`src/rtl/mux4_rr_arbiter.sv`:
```
// rtl/mux4_rr_arbiter.sv - round-robin arbiter owning the select of a shared 4-to-1 data mux
module mux4_rr_arbiter #(
    parameter int DATA_W   = 8,
    parameter int MAX_HOLD = 4
) (
    input  logic              clk,
    input  logic              rst,
    input  logic [3:0]        req,
    input  logic [DATA_W-1:0] data0,
    input  logic [DATA_W-1:0] data1,
    input  logic [DATA_W-1:0] data2,
    input  logic [DATA_W-1:0] data3,
    output logic [3:0]        grant,
    output logic [1:0]        sel,
    output logic              out_valid,
    output logic [DATA_W-1:0] out_data,
    output logic              busy
);

    localparam int HOLD_W = (MAX_HOLD > 1) ? $clog2(MAX_HOLD) : 1;
    localparam logic [HOLD_W-1:0] HOLD_LAST = HOLD_W'(MAX_HOLD - 1);

    typedef enum logic {
        ST_IDLE  = 1'b0,
        ST_GRANT = 1'b1
    } state_t;

    state_t            st_q, st_d;
    logic [1:0]        sel_q, sel_d;
    logic [1:0]        ptr_q, ptr_d;
    logic [HOLD_W-1:0] hold_q, hold_d;

    logic [2:0]        win_idle;
    logic [2:0]        win_next;
    logic [1:0]        next_ptr;
    logic              tenure_end;

    // Returns {found, index}: first requester at or after p, wrapping mod 4.
    function automatic logic [2:0] arbitrate(input logic [3:0] r, input logic [1:0] p);
        logic [2:0] res;
        logic [1:0] idx;
        res = 3'b000;
        for (int i = 3; i >= 0; i--) begin
            idx = p + 2'(i);
            if (r[idx]) begin
                res = {1'b1, idx};
            end
        end
        return res;
    endfunction

    // Handover rotates priority past the current owner before re-arbitrating.
    assign next_ptr   = sel_q + 2'd1;
    assign win_idle   = arbitrate(req, ptr_q);
    assign win_next   = arbitrate(req, next_ptr);
    assign tenure_end = !req[sel_q] || (hold_q == HOLD_LAST);

    // State register; reset clears any tenure in progress without completing it.
    always_ff @(posedge clk) begin
        if (rst) begin
            st_q   <= ST_IDLE;
            sel_q  <= 2'd0;
            ptr_q  <= 2'd0;
            hold_q <= '0;
        end else begin
            st_q   <= st_d;
            sel_q  <= sel_d;
            ptr_q  <= ptr_d;
            hold_q <= hold_d;
        end
    end

    // Next-state: start a tenure from idle, or extend/hand over an active one with no idle bubble.
    always_comb begin
        st_d   = st_q;
        sel_d  = sel_q;
        ptr_d  = ptr_q;
        hold_d = hold_q;
        case (st_q)
            ST_IDLE: begin
                if (win_idle[2]) begin
                    st_d   = ST_GRANT;
                    sel_d  = win_idle[1:0];
                    hold_d = '0;
                end
            end
            ST_GRANT: begin
                if (tenure_end) begin
                    ptr_d  = next_ptr;
                    hold_d = '0;
                    if (win_next[2]) begin
                        sel_d = win_next[1:0];
                    end else begin
                        st_d = ST_IDLE;
                    end
                end else begin
                    hold_d = hold_q + HOLD_W'(1);
                end
            end
            default: begin
                st_d = ST_IDLE;
            end
        endcase
    end

    // Output decode: data path is purely combinational from the registered select.
    always_comb begin
        grant    = 4'b0000;
        out_data = '0;
        if (st_q == ST_GRANT) begin
            grant[sel_q] = 1'b1;
            case (sel_q)
                2'd0:    out_data = data0;
                2'd1:    out_data = data1;
                2'd2:    out_data = data2;
                default: out_data = data3;
            endcase
        end
    end

    assign sel       = sel_q;
    assign out_valid = (st_q == ST_GRANT);
    assign busy      = (st_q == ST_GRANT);

endmodule

```
`config.mk`:
```
export PLATFORM = sky130hd
export DESIGN_NAME = mux4_rr_arbiter
export DESIGN_NICKNAME = d
export VERILOG_FILES = /design/src/rtl/mux4_rr_arbiter.sv
export SDC_FILE = /design/constraint.sdc
export NUM_CORES = 1
export LEC_CHECK = 0
export BUFFER_PORTS_ARGS = -buffer_cell sky130_fd_sc_hd__buf_2
export CAP_MARGIN = 25
export CORE_UTILIZATION = 35
export CTS_CLUSTER_SIZE = 16
export DETAILED_ROUTE_END_ITERATION = 7
export PLACE_DENSITY_LB_ADDON = 0.1
export SYNTH_ARGS = -nofsm -noshare
export SYNTH_HDL_FRONTEND = slang
export SYNTH_SLANG_ARGS = --single-unit
```
`constraint.sdc`:
```
create_clock -name clk -period 3 [get_ports clk]
set_clock_uncertainty 0.05 [all_clocks]
set_input_delay 0.6 -clock clk [delete_from_list [all_inputs] [get_ports clk]]
set_output_delay 0.6 -clock clk [all_outputs]
set_load 0.02 [all_outputs]
```
### Yosys cells after proc, flatten, opt, wreduce, memory -nomap -nowiden

Index checks and enable logic that the tools add are counted.

| word-level totals | value |
|---|---|
| register bits after elaboration | 7 |
| output and inout bits | 16 |

| cells by class | value |
|---|---|
| add/sub/neg operators | 8 |
| order comparisons | 10 |
| equality and inequality tests | 6 |
| muxes and demuxes | 42 |
| bitwise logic cells | 1 |
| reduce and logical (&&, ||, !) cells | 6 |

Operators by type and width:

| operator | number |
|---|---|
| less-than comparator 2 x 3 -> 1 bit, second input constant | 9 |
| 2-to-1 mux 3 bit | 8 |
| case mux 8 bit (3 select lines) | 1 |
| binary-select mux 1 bit (select 2 bit) | 9 |
| 2-to-1 mux 1 bit | 13 |
| 2-to-1 mux 2 bit | 5 |
| adder 2 x 1 -> 2 bit, second input constant | 4 |
| adder 2 bit, second input constant | 4 |
| 2-to-1 mux 8 bit | 1 |
| case mux 2 bit (2 select lines) | 2 |
| == test 2 bit, second input constant | 2 |
| 2-to-1 mux 4 bit | 1 |
| inequality test 2 x 1 -> 1 bit, second input constant | 2 |
| AND reduction 3 bit | 1 |
| demux 1 bit (select 2 bit) | 1 |
| == test 2 x 1 -> 1 bit, second input constant | 1 |
| >= comparator 2 x 1 -> 1 bit, second input constant | 1 |
| zero test 2 bit | 1 |
| inequality test 2 bit, second input constant | 1 |
| case mux 1 bit (2 select lines) | 1 |
| AND reduction 2 bit | 1 |
| logical AND 1 bit | 1 |
| zero test 1 bit | 1 |
| logical OR 1 bit | 1 |
| inverter 1 bit | 1 |

### Depth between registers and ports, before layout

| logic depth | value |
|---|---|
| depth in word-level cells | 11 |
| mapped depth | 8 |

### Least setup slack after synthesis

No wires, ideal clock.

| timing path | value |
|---|---|
| path kind | reg2out |
| from | reg sel_q[0] (netlist: sel[0]) |
| to | out out_data[6] |
| data arrival time | 1.681 ns |
| data required time | 2.350 ns |
| path slack | 0.669 ns |
| cell stages (with the launch flop) | 6 |
| buffers on the path | 2 |
| cells stage by stage | dfxtp_1 -> ha_1 -> clkbuf_1 -> clkbuf_1 -> a21oi_1 -> nor2_1 |

| on the way | value |
|---|---|
| word-level cells in the longest chain between the ends | 3 |
| elaborated cells on any way between the ends | 5 |
| classes of those cells | eq/ne: 2; mux: 2; reduce/logical: 1 |

Ends and longest elaborated chain:

| what | line | text |
|---|---|---|
| start: declaration | 29 | `logic [1:0] sel_q, sel_d;` |
| start signal: assignment | 67 | `sel_q <= sel_d;` |
| == test 2 bit, or another cell as far along | 112 | `case (sel_q)` |
| case mux 8 bit (3 select lines) * | 112 |  |
| 2-to-1 mux 8 bit * | 110 | `if (st_q == ST_GRANT) begin` |
| end: declaration | 16 | `output logic [DATA_W-1:0] out_data,` |

Mark *: on every way between the ends. The rest lies on a longest branch, timed or not.

### Worst setup path in the final report

| timing path | value |
|---|---|
| from | reg sel_q[0] (netlist: sel[0]) |
| to | out out_data[4] |

Same word-level chain as after synthesis.

==> summary.txt <==
Worst hold path
  • Hold Crit Class: register to register
  • HP Start: hold_q[0]

Global route
  • Initial antenna violation count: 0
  • First-pass GRT wire length: 3.96 mm
  • Largest net degree at the start of global routing: 18
  • Total track usage: 0.190
  • Global route total overflow: 0
  • Vias in the first global route: 858

Power
  • P_leak: 0.600 nW
  • Pwr Total: 514 µW
  • Worst vdd ir: 0.000321 V
  • PwrDens: 429 nW/µm²

Placement
  • DP Worst Slack: 522 ps
  • GPL Wtd Cong: 0.793
  • Port bufs: 53
  • DPL Wire Length: 2.03 mm

Finish
  • Layout area overhead: 30.4%
  • Fillers: 276
  • FF+latch area: 140 µm²
  • Final Util: 0.483
  • N_diodes: 0
  • Layout Nets: 223
  • Commonest non-fill, non-tap cell in the layout: buf_2
  • Area occupied by multi-input gates: 693 µm²
  • Fraction of layout cells with a size suffix above 1: 0.343
  • Commonest cells after routing, fill and taps aside: 53 x buf_2, 30 x nor2_1, 16 x a21oi_1

STA
  • Fmax: 360 MHz
  • Slew @ Worst Pin: 486 ps
  • Hold WS: 433 ps
  • Final setup margin: 225 ps
  • Fin. max-slew vios: 0
  • RSZ-0062 raised after global routing: false
  • Final Hold Vio Count: 0
  • Setup violators final: 0
  • Period utilisation layout: 0.925
  • Slew HR: 0.676
  • Final Critical Period: 2780 ps
  • Setup TNS Final: 0 ps

Synth
  • Share of the yosys chip area belonging to registers: 0.153
  • Async set-reset flop share out of synthesis: 0
  • Ys Warns: 0
  • Post-Syn Instances: 133
  • Register bit total from synthesis: 7
  • Most used DFF post-synth: dfxtp_1
  • Net Count, Synth: 177
  • Netlist Area Pre-Place: 917 µm²
  • Syn Area/Cell: 6.90 µm²
  • Yosys cell types: 38
  • Number of synthesized flops with an enable pin: 0

Detailed routing
  • WL final: 2.70 mm
  • Vias: 1133
  • Routed len/inst: 13.0 µm
  • Vias/cell: 5.45
  • Antenna-violating nets left: 0
  • Number of remaining DRC errors: 0
  • 1st-iter DRT viols: 42
  • Drt first pass iters: 4

Floorplanning
  • # IOs: 54
  • Core area: 2480 µm²
  • Initial Util: 0.370
  • Die Y: 53.2 µm
  • Die ar.: 2830 µm²
  • Die width: 53.2 µm
  • Cell row count: 18

Clock network
  • PostCTS Resize Cnt: 0
  • CTS H-tree depth: 1
  • Clk_lat worst skew: 250 ps
  • TritonCTS clock tree: yes
  • Reg clk slew, reported paths: 50 ps
  • TritonCTS Sinks: 7
  • Setup Buffers After CTS: 0
  • Hold buffer count at cts: 0
  • CTS Buf Count: 3
  • Clk root buf: clkbuf_4
  • Clk buf depth: 2

Setup path
  • RR Startpoint: sel[0]
  • CP startpoint: sel[0]
  • Setup crit end kind: primary output
  • Max FO, Critical Path: 12
  • Required time worst endpoint: 2350 ps
  • Type of the worst setup path: register to primary output
  • Critical path launch point type: register
  • Worst EP arrival: 2130 ps

Run
  • Number of max-cap violations: 0

Run status
  • Status: completed
[through the flow]
| step | cells | instance area (µm²) |
|---|---|---|
| finish | 208 | 1200 |
| global route | 208 | 1200 |
| CTS | 208 | 1200 |
| detailed placement | 204 | 1170 |
| global placement | 204 | 1170 |
| floorplan | 133 | 917 |
[registers in the layout (all words and copies together) (netlist names)]
register and flops:
busy 1, hold_q 2, ptr_q 2, sel 2
[worst max-delay path: stages, from the launching register on]
cell and delay, ps:
dfxtp_1 540, inv_2 130, ha_1 330, a222oi_1 450, nor2_1 80, a21oi_1 130
nor2_1 50, buf_2 170
[metal layers]
| metal | global-route usage | vias to the layer above | routed length [µm] |
|---|---|---|---|
| met5 | 0 | - | 0 |
| met4 | 0.0263 | 0 | 0 |
| met3 | 0.0431 | 0 | 189 |
| met2 | 0.281 | 41 | 1190 |
| met1 | 0.280 | 510 | 1320 |
| li1 | - | 582 | - |
[power breakdown]
group | internal, mW | switching [mW] | total (mW)
logic | 0.128 | 0.181 | 0.308
registers | 0.104 | 0.0185 | 0.122
clock network | 0.0506 | 0.0328 | 0.0834
[worst paths after layout]
kind / to / slack, ps / cells past startpoint
setup / recovery: out_data[4] / 220 / 7
hold / removal: hold_q[0] / 430 / 2
setup reg to reg: sel[0] / 810 / 6
hold reg to reg: hold_q[0] / 430 / 2
[layout make-up]
class	count	area share
Tap cell	30	0.0314
Timing Repair Buffer	54	0.228
Inverter	7	0.0220
Sequential cell	7	0.117
Clock buffer	4	0.0220
Multi-Input combinational cell	106	0.579
[cells by family (layout without fill, tap and decap cells)]
kind of cell	Yosys count	after routing	share of synthesized area
AOI/OAI and AO/OA	47	47	0.364
adders and majority gates	6	6	0.0819
buffers and inverters	20	65	0.0914
DFF	7	7	0.153
muxes	4	4	0.0437
and+or+nand+nor	49	49	0.266
[cell usage after synthesis (2+ instances only)]
master,count,share of area
nor2_1,30,0.12
a21oi_1,16,0.087
a222oi_1,8,0.087
clkbuf_1,8,0.033
dfxtp_1,7,0.15
ha_1,6,0.082
inv_1,5,0.020
o21ai_0,5,0.027
and2_1,4,0.027
buf_2,4,0.022
mux2i_1,4,0.044
nand2b_1,3,0.020
o221ai_1,3,0.029
a21o_1,2,0.016
inv_2,2,0.0082
nand2_1,2,0.0082
o311a_1,2,0.022
or2_1,2,0.014
Note: power is estimated with default switching activity, not from simulation.
